===== config.mk =====
export PLATFORM = sky130hd
export DESIGN_NAME = instr_sequencer_flat
export DESIGN_NICKNAME = d
export VERILOG_FILES = /design/src/rtl/instr_sequencer_pkg.sv /design/src/rtl/instr_sequencer_if.sv /design/src/rtl/instr_sequencer_alu.sv /design/src/rtl/instr_sequencer.sv /design/src/flat_wrapper.sv
export SDC_FILE = /design/constraint.sdc
export NUM_CORES = 1
export LEC_CHECK = 0
export CORE_UTILIZATION = 50
export CTS_CLUSTER_SIZE = 16
export DETAILED_ROUTE_END_ITERATION = 7
export HOLD_SLACK_MARGIN = 0.02
export PLACE_DENSITY = 0.77
export RECOVER_POWER = 25
export REMOVE_ABC_BUFFERS = 1
export SYNTH_ARGS = -nofsm -noshare
export SYNTH_HDL_FRONTEND = slang
export SYNTH_SLANG_ARGS = --single-unit

===== constraint.sdc =====
create_clock -name Clock -period 2.97 [get_ports Clock]
set_clock_uncertainty 0.1 [all_clocks]
set_input_delay 0.297 -clock Clock [delete_from_list [all_inputs] [get_ports Clock]]
set_output_delay 0.297 -clock Clock [all_outputs]
set_load 0.01 [all_outputs]

===== src/rtl/instr_sequencer_pkg.sv =====
// Shared definitions for the instruction sequencer: widths, opcode
// constants, state encoding and the instruction word layout.
// Optional feature macro used by the sequencer files: CARRY_FLAG_EN.
package instr_sequencer_pkg;

    localparam int REG_IDX_WIDTH = 3;
    localparam int DATA_WIDTH    = 8;

    localparam logic [1:0] OP_MOV  = 2'b00;
    localparam logic [1:0] OP_ADD  = 2'b01;
    localparam logic [1:0] OP_SUB  = 2'b10;
    localparam logic [1:0] OP_LDI  = 2'b11;
    localparam logic [2:0] HALT_RS = 3'b111;

    localparam logic [2:0] ST_FETCH     = 3'd0;
    localparam logic [2:0] ST_DECODE    = 3'd1;
    localparam logic [2:0] ST_READ_S    = 3'd2;
    localparam logic [2:0] ST_READ_D    = 3'd3;
    localparam logic [2:0] ST_FETCH_IMM = 3'd4;
    localparam logic [2:0] ST_WB_ARM    = 3'd5;
    localparam logic [2:0] ST_WB_DATA   = 3'd6;
    localparam logic [2:0] ST_HALT      = 3'd7;

    typedef enum logic [2:0] {
        FETCH     = ST_FETCH,
        DECODE    = ST_DECODE,
        READ_S    = ST_READ_S,
        READ_D    = ST_READ_D,
        FETCH_IMM = ST_FETCH_IMM,
        WB_ARM    = ST_WB_ARM,
        WB_DATA   = ST_WB_DATA,
        HALT      = ST_HALT
    } seqState;

    typedef logic [DATA_WIDTH-1:0]    dataWord;
    typedef logic [REG_IDX_WIDTH-1:0] regIdx;

    typedef struct packed {
        logic [1:0] op;
        regIdx      rd;
        regIdx      rs;
    } instrWord;

    // Opcode 11 doubles as HALT when the source field is all ones
    function automatic logic isHalt(instrWord instr);
        return (instr.op == OP_LDI) && (instr.rs == HALT_RS);
    endfunction

endpackage


===== src/rtl/instr_sequencer_if.sv =====
// Fetch bus plus register-file port bundle between the sequencer
// (master) and the instruction memory / register file (slave).
interface instr_sequencer_if #(
    parameter int ADDR_WIDTH = 8
);
    import instr_sequencer_pkg::*;

    logic [ADDR_WIDTH-1:0] InstrAddr;
    logic                  InstrReq;
    dataWord               InstrData;
    logic                  InstrValid;
    regIdx                 ReadRegister;
    dataWord               ReadData;
    regIdx                 WriteRegister;
    dataWord               WriteData;
    logic                  WriteSignal;
    logic                  Halted;

    modport master (
        output InstrAddr, InstrReq, ReadRegister,
        output WriteRegister, WriteData, WriteSignal, Halted,
        input  InstrData, InstrValid, ReadData
    );

    modport slave (
        input  InstrAddr, InstrReq, ReadRegister,
        input  WriteRegister, WriteData, WriteSignal, Halted,
        output InstrData, InstrValid, ReadData
    );

endinterface


===== src/rtl/instr_sequencer_alu.sv =====
// seq_alu: combinational result selection for write-back.
// With CARRY_FLAG_EN defined it also reports carry (ADD) / borrow (SUB).
module seq_alu
    import instr_sequencer_pkg::*;
(
    input  dataWord    A,
    input  dataWord    B,
    input  logic [1:0] Op,
    output dataWord    Result
`ifdef CARRY_FLAG_EN
    ,
    output logic       CarryOut
`endif
);

    // Pick the write-back value; MOV and LDI pass A straight through
    always_comb begin
        Result = A;
`ifdef CARRY_FLAG_EN
        CarryOut = 1'b0;
        case (Op)
            OP_ADD:  {CarryOut, Result} = {1'b0, B} + {1'b0, A};
            OP_SUB:  {CarryOut, Result} = {1'b0, B} - {1'b0, A};
            default: Result = A;
        endcase
`else
        case (Op)
            OP_ADD:  Result = B + A;
            OP_SUB:  Result = B - A;
            default: Result = A;
        endcase
`endif
    end

endmodule


===== src/rtl/instr_sequencer.sv =====
// instr_sequencer: multi-cycle fetch/decode/write-back controller in
// front of the 8x8 register file. Writes are armed one cycle before the
// address/data change, because the file commits on that change.
// Optional feature macro: CARRY_FLAG_EN adds the Carry output.
module instr_sequencer
    import instr_sequencer_pkg::*;
#(
    parameter int                    ADDR_WIDTH = 8,
    parameter logic [ADDR_WIDTH-1:0] RESET_PC   = '0
) (
    input logic Clock,
    input logic Reset,
    instr_sequencer_if.master bus
`ifdef CARRY_FLAG_EN
    ,
    output logic Carry
`endif
);

    seqState               state;
    seqState               nextState;
    instrWord              ir;
    dataWord               regA;
    dataWord               regB;
    dataWord               aluResult;
    logic [ADDR_WIDTH-1:0] pc;
    logic                  fetchDone;
`ifdef CARRY_FLAG_EN
    logic                  aluCarry;
`endif

    // A fetch completes only while we are actually requesting
    assign fetchDone     = bus.InstrReq && bus.InstrValid;
    assign bus.InstrAddr = pc;
    assign bus.Halted    = (state == HALT);

    seq_alu alu (
        .A      (regA),
        .B      (regB),
        .Op     (ir.op),
        .Result (aluResult)
`ifdef CARRY_FLAG_EN
        ,
        .CarryOut (aluCarry)
`endif
    );

    // State register
    // NOTE: sequential blocks use non-blocking (<=) so every register samples pre-edge values.
    always_ff @(posedge Clock or negedge Reset) begin
        if (!Reset) state <= FETCH;
        else        state <= nextState;
    end

    // Next-state decode
    // NOTE: nextState gets its default before the case so no path leaves it unassigned (no latch).
    always_comb begin
        nextState = state;
        case (state)
            FETCH:     if (fetchDone) nextState = DECODE;
            DECODE: begin
                if (isHalt(ir))            nextState = HALT;
                else if (ir.op == OP_LDI)  nextState = FETCH_IMM;
                else                       nextState = READ_S;
            end
            READ_S:    nextState = (ir.op == OP_MOV) ? WB_ARM : READ_D;
            READ_D:    nextState = WB_ARM;
            FETCH_IMM: if (fetchDone) nextState = WB_ARM;
            WB_ARM:    nextState = WB_DATA;
            WB_DATA:   nextState = FETCH;
            HALT:      nextState = HALT;
            default:   nextState = FETCH;
        endcase
    end

    // Datapath and registered outputs, all derived from the upcoming state
    always_ff @(posedge Clock or negedge Reset) begin
        if (!Reset) begin
            pc                <= RESET_PC;
            ir                <= '0;
            regA              <= '0;
            regB              <= '0;
            bus.InstrReq      <= 1'b0;
            bus.ReadRegister  <= '0;
            bus.WriteRegister <= '0;
            bus.WriteData     <= '0;
            bus.WriteSignal   <= 1'b0;
`ifdef CARRY_FLAG_EN
            Carry             <= 1'b0;
`endif
        end else begin
            bus.InstrReq    <= (nextState == FETCH) || (nextState == FETCH_IMM);
            bus.WriteSignal <= (nextState == WB_ARM) || (nextState == WB_DATA);

            if (fetchDone)                     pc   <= pc + 1'b1;
            if (state == FETCH && fetchDone)     ir   <= bus.InstrData;
            if (state == FETCH_IMM && fetchDone) regA <= bus.InstrData;
            if (state == READ_S)                 regA <= bus.ReadData;
            if (state == READ_D)                 regB <= bus.ReadData;

            // Read address is set on entry so the READ state sees settled data
            if (nextState == READ_S) bus.ReadRegister <= ir.rs;
            if (nextState == READ_D) bus.ReadRegister <= ir.rd;

            // Address/data move only in WB_DATA, one cycle after the enable rose
            if (nextState == WB_DATA) begin
                bus.WriteRegister <= ir.rd;
                bus.WriteData     <= aluResult;
`ifdef CARRY_FLAG_EN
                if (ir.op == OP_ADD || ir.op == OP_SUB) Carry <= aluCarry;
`endif
            end
        end
    end

endmodule


===== src/flat_wrapper.sv =====
// flat-port wrapper written by rule: the top's interface ports become plain ports
module instr_sequencer_flat import instr_sequencer_pkg::*;
#(
    parameter int                    ADDR_WIDTH = 8,
    parameter logic [ADDR_WIDTH-1:0] RESET_PC   = '0
)
  (Clock, Reset, bus_InstrAddr, bus_InstrReq, bus_ReadRegister, bus_WriteRegister, bus_WriteData, bus_WriteSignal, bus_Halted, bus_InstrData, bus_InstrValid, bus_ReadData);
  instr_sequencer_if #(.ADDR_WIDTH(ADDR_WIDTH)) bus_i ();
  input logic Clock;
  input logic Reset;
  output wire logic [$bits(bus_i.InstrAddr)-1:0] bus_InstrAddr;
  output wire logic [$bits(bus_i.InstrReq)-1:0] bus_InstrReq;
  output wire logic [$bits(bus_i.ReadRegister)-1:0] bus_ReadRegister;
  output wire logic [$bits(bus_i.WriteRegister)-1:0] bus_WriteRegister;
  output wire logic [$bits(bus_i.WriteData)-1:0] bus_WriteData;
  output wire logic [$bits(bus_i.WriteSignal)-1:0] bus_WriteSignal;
  output wire logic [$bits(bus_i.Halted)-1:0] bus_Halted;
  input wire logic [$bits(bus_i.InstrData)-1:0] bus_InstrData;
  input wire logic [$bits(bus_i.InstrValid)-1:0] bus_InstrValid;
  input wire logic [$bits(bus_i.ReadData)-1:0] bus_ReadData;
  assign bus_InstrAddr = bus_i.InstrAddr;
  assign bus_InstrReq = bus_i.InstrReq;
  assign bus_ReadRegister = bus_i.ReadRegister;
  assign bus_WriteRegister = bus_i.WriteRegister;
  assign bus_WriteData = bus_i.WriteData;
  assign bus_WriteSignal = bus_i.WriteSignal;
  assign bus_Halted = bus_i.Halted;
  assign bus_i.InstrData = bus_InstrData;
  assign bus_i.InstrValid = bus_InstrValid;
  assign bus_i.ReadData = bus_ReadData;
  instr_sequencer #(.ADDR_WIDTH(ADDR_WIDTH), .RESET_PC(RESET_PC)) u_core (.Clock(Clock), .Reset(Reset), .bus(bus_i));
endmodule

==> results of run 1 <==
[cells in the mapped netlist]
cell,number,area [um^2]
o21ai_0,12,60.1
buf_2,1,5.00
xor2_1,6,52.6
buf_4,2,15.0
ha_1,13,163
o22ai_1,1,6.26
mux2i_1,18,180
nor2_1,12,45.0
nor2_4,1,11.3
and2_1,1,6.26
dfrtp_1,51,1280
buf_6,2,22.5
o311ai_4,2,52.6
nand3_1,7,35.0
a211o_1,1,8.76
o211ai_1,2,15.0
nand2_1,16,60.1
and3_1,5,31.3
nor2b_1,3,18.8
nor3_1,3,15.0
buf_8,1,15.0
a21oi_1,16,80.1
inv_1,13,48.8
nor2_2,2,12.5
or3_4,1,11.3
o21ai_2,3,26.3
o31ai_1,1,7.51
xnor2_1,15,131
a31oi_1,7,43.8
nand3b_4,1,20.0
clkbuf_1,2,7.51
fa_1,1,20.0
a21o_1,1,7.51
o21bai_1,1,7.51
mux2_2,18,203
[worst paths after layout]
path / startpoint / end / slack, ns / cells past startpoint
max: u_core.ir[6]$_DFFE_PN0P_ / u_core.bus.WriteRegister[1]$_DFFE_PN0N_ / 0.24 / 5
min: u_core.bus.InstrAddr[7]$_DFFE_PN0P_ / u_core.bus.InstrAddr[7]$_DFFE_PN0P_ / 0.38 / 1
max reg2reg: u_core.ir[6]$_DFFE_PN0P_ / u_core.bus.WriteRegister[1]$_DFFE_PN0N_ / 0.24 / 5
min reg2reg: u_core.bus.InstrAddr[7]$_DFFE_PN0P_ / u_core.bus.InstrAddr[7]$_DFFE_PN0P_ / 0.38 / 1
max in group asynchronous: Reset / u_core.state[0]$_DFF_PN0_ / 0.89 / 3
min in group asynchronous: Reset / u_core.bus.WriteData[7]$_DFFE_PN0N_ / 0.47 / 2
[cell type report]
class                   count  area (um^2)
fillers                   439         1900
multi-input cells         170         1310
flip-flops and latches     51         1280
repair buffers             45          439
well taps                  70         87.6
clock buffers               6         72.6
inverters                  13         48.8
clock inverters             1         30.0
[cell families (layout without fill, tap and decap cells)]
kind of cell / count (synthesis) / count (layout)
compound gates: 47 / 47
xor+xnor: 21 / 21
fa+ha+maj: 14 / 14
buf+inv: 21 / 65
flops: 51 / 51
mux: 36 / 36
simple gates: 52 / 52
[repair_timing]
item,4_1_cts,5_1_grt
endpoints found under the hold margin,13,0
setup endpoints to repair,0,0
hold buffers,1,0
[stage by stage]
stage	cells	utilization	setup WS [ns]
final	356	0.632	0.239
after global routing	356	0.632	0.0278
after CTS	356	0.636	0.332
after detailed placement	348	0.614	0.347
after global placement	348	0.614	0.479
after floorplan	234	-	0.619
[power groups by stage]
stage | Combinational [mW] | Sequential, mW | Clock (mW)
3_5_place_dp | 2.53 | 1.37 | 0
2_1_floorplan | 1.80 | 1.36 | 0
4_1_cts | 2.56 | 1.36 | 0.491
3_3_place_gp | 2.46 | 1.36 | 0
5_1_grt | 2.79 | 1.41 | 0.509
6_report | 2.50 | 1.35 | 0.475
[critical path, cell delays in order, from the launching register on]
cell and delay, ns:
dfrtp_1 0.39, inv_1 0.08, ha_1 0.25, o311ai_0 1.02, nand3b_4 0.38, mux2_2 0.38
[sequential cells by signal, summed over array words and instances (netlist names)]
name                      cells
u_core.bus.WriteSignal        1
u_core.ir                     8
u_core.regA                   8
u_core.regB                   8
u_core.bus.ReadRegister       3
u_core.bus.WriteData          8
u_core.bus.InstrReq           1
u_core.bus.WriteRegister      3
u_core.bus.InstrAddr          8
u_core.state                  3
[metal layers]
metal | global-route usage | routed length [um] | vias to the layer above
met5 | 0 | 0 | -
met4 | 0.0679 | 76 | 0
met3 | 0.0489 | 170 | 6
met2 | 0.368 | 2720 | 37
met1 | 0.269 | 2490 | 920
li1 | - | - | 927
==> impl_metrics.py, run 1 <==
metrics = {
    "synth": {
        "syn_inst": 242,
        "synth-simple-area-share": 0.0979,
        "synth_mux_area_frac": 0.141,
        "ys_warn_count": 0,
        "ys_seq_elements": 51,
        "synth_cell_types": 35,
        "netlist_area_mm2": 0.00272,
        "synth_adder_area_share": 0.0671,
        "ys_seq_area_frac": 0.469,
        "synth_compound_area_frac": 0.116,
        "synth_top_family_by_area": "multiplexers",
        "synth-xor-area-share": 0.0676,
        "synth_area_per_cell_um2": 11.2,
    },
    "global_route": {
        "grt_pass1_vias": 1879,
        "grt_antenna_before_repair": 0,
        "track_usage": 0.215,
        "grt_max_degree": 39,
        "grt_pass1_wl_um": 8880,
        "grt_overflow": 0,
    },
    "floorplanning": {
        "dieWidth_um": 75.8,
        "die_y_um": 75.8,
        "io_pins": 44,
        "start_util": 0.526,
        "dieArea_mm2": 0.00574,
        "rows": 26,
        "core_mm2": 0.00517,
    },
    "power_and_ir_drop": {
        "p_sw_mw": 1.79,
        "internal-power_mw": 2.54,
        "p_clk_frac": 0.110,
        "ir_worst_vdd_uv": 622,
        "combPwrFrac": 0.578,
        "switching_share": 0.413,
        "p_seq_frac": 0.312,
        "power.leakage_nw": 1.45,
        "report.power.total_mw": 4.33,
        "p_per_area_mw_per_mm2": 1330,
    },
    "setup_path": {
        "worstPathRequired_ns": 3.07,
        "path_class": "flip-flop to flip-flop",
        "start_kind": "flip-flop",
        "crit_arrival_ns": 2.83,
        "path_max_fanout": 19,
        "endpoint_kind": "flip-flop",
    },
    "detailed_routing": {
        "wl_per_cell_um": 15.3,
        "wirelength_um": 5460,
        "post-route-drc-count": 0,
        "dr.pass1.iters": 4,
        "drt-initial-drc-count": 137,
        "antenna_left": 0,
        "vias": 1890,
        "via_per_inst": 5.31,
    },
    "sta": {
        "post-route-period-util": 0.919,
        "final_max_slew_viol_count": 0,
        "setup-violations-final": 0,
        "fin_setup_tns_ns": 0,
        "fin_crit_ns": 2.73,
        "fin_hold_ws_ns": 0.382,
        "tightest_slew_ns": 1.20,
        "max_freq_mhz": 366,
        "rsz0062_at_grt": "no",
        "slew_headroom": 0.190,
        "final-hold-violation-count": 0,
    },
    "finish": {
        "layout-drive-gt1-share": 0.119,
        "final_common_cell": "dfrtp_1",
        "layout.nets": 319,
        "antenna-diode-count": 0,
        "area_growth_pct": 20.1,
        "finalInstanceArea_mm2": 0.00327,
        "layout_common_cells": "dfrtp_1, clkdlybuf4s50_1, mux2i_1, mux2_2",
    },
    "cts": {
        "post_cts_buffers": 0,
        "clk_latency_ns": 0.32,
        "cts_num_sinks": 51,
        "cts_tree": "yes",
        "clock-root-buffer": "clkbuf_8",
        "htree_levels": 2,
        "cts_made_buffers": 5,
        "clkTransAtPathRegs_ns": 0.09,
        "post_cts_resized": 0,
        "cts_buffer_depth": 2,
    },
    "status": {
        "status": "complete, no violations",
    },
    "job": {
        "cap_viol_max_count": 0,
    },
    "placement": {
        "portBuffers": 43,
        "placed_area_mm2": 0.00318,
        "post-dp-hpwl_um": 4040,
        "place.gp.congestion": 0.867,
    },
    "worst_hold_path": {
        "holdCritPathClass": "flip-flop to flip-flop",
    },
}
No activity file was read; power rests on OpenSTA's default activity.
==> run 2: changes to the inputs <==
--- a/config.mk
+++ b/config.mk
@@ -5,6 +5,7 @@
 export SDC_FILE = /design/constraint.sdc
 export NUM_CORES = 1
 export LEC_CHECK = 0
+export CORE_MARGIN = 1
 export CORE_UTILIZATION = 50
 export CTS_CLUSTER_SIZE = 16
 export DETAILED_ROUTE_END_ITERATION = 7
==> results of run 2 <==
The final DEF is identical to that of run 1; final timing and power are the same.
==> run 3: changes to the inputs <==
--- a/config.mk
+++ b/config.mk
@@ -10,9 +10,10 @@
 export CTS_CLUSTER_SIZE = 16
 export DETAILED_ROUTE_END_ITERATION = 7
 export HOLD_SLACK_MARGIN = 0.02
-export PLACE_DENSITY = 0.77
+export PLACE_DENSITY = 0.82
 export RECOVER_POWER = 25
 export REMOVE_ABC_BUFFERS = 1
 export SYNTH_ARGS = -nofsm -noshare
 export SYNTH_HDL_FRONTEND = slang
+export SYNTH_HIERARCHICAL = 1
 export SYNTH_SLANG_ARGS = --single-unit
==> run 3 against run 2 <==
Clock power is 14% lower. Wire length rose by 5.2%. Die area shrank 0.22%.
==> impl_metrics.py, run 3 <==
metrics = {
    "setup_path": {
        "crit_arrival_ns": 2.89,
        "endpoint_kind": "flip-flop",
        "path_max_fanout": 7,
        "start_kind": "flip-flop",
        "worstPathRequired_ns": 3.07,
        "path_class": "flip-flop to flip-flop",
    },
    "sta": {
        "final-hold-violation-count": 0,
        "slew_headroom": 0.401,
        "max_freq_mhz": 358,
        "tightest_slew_ns": 0.899,
        "fin_setup_tns_ns": 0,
        "setup-violations-final": 0,
        "fin_crit_ns": 2.79,
        "rsz0062_at_grt": "no",
        "final_max_slew_viol_count": 0,
        "fin_ws_ns": 0.176,
        "fin_hold_ws_ns": 0.390,
        "post-route-period-util": 0.941,
    },
    "cts": {
        "clkTransAtPathRegs_ns": 0.10,
        "clock-root-buffer": "clkbuf_8",
        "clk_latency_ns": 0.31,
        "cts_num_sinks": 51,
        "cts_tree": "yes",
        "htree_levels": 2,
        "cts_made_buffers": 5,
        "cts_buffer_depth": 2,
    },
    "synth": {
        "ys_seq_elements": 51,
        "netlist_top_cells_count": "dfrtp_1, mux2_2, nor2_1",
        "syn_inst": 241,
        "synth_area_per_cell_um2": 11.3,
        "yosysTopAreaCell": "dfrtp_1",
        "async_reset_ff_frac": 1.00,
        "netlist_area_mm2": 0.00272,
        "ys_seq_area_frac": 0.470,
        "synth_cell_types": 43,
        "yosysMostFrequentCell": "dfrtp_1",
        "synth_edf_count": 0,
        "synth_ff_type": "dfrtp_1",
        "synth_area_leaders": "dfrtp_1, mux2_2, xnor2_1",
        "yosysTopAreaCellShare": 0.470,
        "ys_warn_count": 6,
    },
    "finish": {
        "final_common_cell": "dfrtp_1",
        "antenna-diode-count": 0,
        "nFillCells": 414,
        "layout.nets": 316,
        "layout_common_cells": "dfrtp_1, clkdlybuf4s50_1, mux2_2",
        "multi_input_area_mm2": 0.00136,
        "area_growth_pct": 21.3,
        "layout-drive-gt1-share": 0.164,
        "ff_latch_area_mm2": 0.00128,
    },
    "detailed_routing": {
        "post-route-drc-count": 0,
        "highest_layer": "met4",
        "wirelength_um": 5740,
        "wl_met3_um": 189,
        "drt-met1-wl_um": 2640,
        "via_per_inst": 5.57,
        "vias": 1987,
        "met2RoutedLength_um": 2790,
        "drt-initial-drc-count": 82,
        "wl_per_cell_um": 16.1,
        "antenna_left": 0,
        "dr.pass1.iters": 4,
    },
    "power_and_ir_drop": {
        "power.leakage_nw": 1.43,
        "p_per_area_mw_per_mm2": 1300,
        "ir_worst_vdd_uv": 459,
        "report.power.total_mw": 4.29,
    },
    "floorplanning": {
        "core_mm2": 0.00517,
        "rows": 26,
        "die_y_um": 75.7,
        "dieWidth_um": 75.7,
        "start_util": 0.525,
        "dieArea_mm2": 0.00573,
        "io_pins": 44,
    },
    "status": {
        "status": "complete, no violations",
    },
    "job": {
        "cap_viol_max_count": 0,
    },
    "worst_hold_path": {
        "holdCritPathClass": "flip-flop to flip-flop",
    },
    "placement": {
        "place.gp.congestion": 0.879,
        "post-dp-hpwl_um": 4290,
        "dpl_worst_slack_ns": 0.121,
        "portBuffers": 43,
    },
    "global_route": {
        "track_usage": 0.218,
        "grt_pass1_wl_um": 9050,
        "grt_max_degree": 36,
        "grt_pass1_vias": 1899,
        "grt_antenna_before_repair": 0,
        "grt_overflow": 0,
    },
}
==> run 3: cell count changes in the layout (fill, tap and decap cells not counted), moves of 4 or more <==
cell,before,now
mux2i_1,18,11
mux2_4,0,8
ha_1,13,9
and3_1,5,1
nor2_1,12,17
==> run 3: layout make-up <==
| cell class | instances | share of cell area |
|---|---|---|
| Multi-Input combinational cell | 173 | 0.413 |
| Inverter | 10 | 0.0114 |
| Timing Repair Buffer | 45 | 0.133 |
| Tap cell | 70 | 0.0266 |
| Sequential cell | 51 | 0.388 |
| Clock buffer | 5 | 0.0209 |
| Clock inverter | 3 | 0.00760 |
==> run 3: per-stage QoR <==
step,cells,cell area (um^2),util
after floorplan,234,2670,-
after global placement,348,3190,0.617
after detailed placement,348,3190,0.617
after CTS,357,3290,0.637
after global routing,357,3290,0.637
final,357,3290,0.637
==> run 3: timing repair <==
item,4_1_cts,5_1_grt
hold endpoints to repair,16,0
hold buffers,1,0
gates resized for setup,0,1
setup buffers,0,0
setup endpoints to repair,0,2
==> run 3: worst max-delay path, stage by stage (launching register included) <==
cell,delay (ns)
dfrtp_1,0.45
inv_1,0.09
ha_2,0.25
mux2i_1,0.15
fa_1,0.46
a21o_1,0.19
a21oi_1,0.22
o21bai_1,0.09
a21oi_1,0.18
xor2_1,0.18
o21ai_1,0.07
mux2_2,0.26
==> run 3: layer usage <==
layer / GRT usage / up-vias
li1: - / 948
met1: 0.290 / 965
met2: 0.355 / 61
met3: 0.0397 / 13
met4: 0.0823 / 0
met5: 0 / -
==> run 3: where the power goes <==
part,internal [mW],switching [mW],total (mW),leakage (nW)
combinational,1.31,1.19,2.51,0.779
clock,0.169,0.239,0.408,0.0443
sequential,1.03,0.344,1.37,0.609
total,2.51,1.78,4.29,1.43
==> run 3: final timing paths <==
kind | start | depth (start not counted) | slack (ns) | end
min in group asynchronous | Reset | 2 | 0.52 | u_core/bus.WriteRegister[0]$_DFFE_PN0N_
worst max-delay path | u_core/ir[6]$_DFFE_PN0P_ | 11 | 0.18 | u_core/bus.WriteData[6]$_DFFE_PN0N_
worst max register to register | u_core/ir[6]$_DFFE_PN0P_ | 11 | 0.18 | u_core/bus.WriteData[6]$_DFFE_PN0N_
max in group asynchronous | Reset | 3 | 0.89 | u_core/bus.WriteData[1]$_DFFE_PN0N_
worst min-delay path | u_core/bus.InstrAddr[7]$_DFFE_PN0P_ | 1 | 0.39 | u_core/bus.InstrAddr[7]$_DFFE_PN0P_
worst min register to register | u_core/bus.InstrAddr[7]$_DFFE_PN0P_ | 1 | 0.39 | u_core/bus.InstrAddr[7]$_DFFE_PN0P_
==> run 3: cell families after synthesis <==
logic type,count (synthesis),share of synthesized area
flops,51,0.470
xor+xnor,20,0.0645
buf+inv,17,0.0304
fa+ha+maj,11,0.0535
mux,40,0.172
simple gates,56,0.108
compound gates,46,0.102
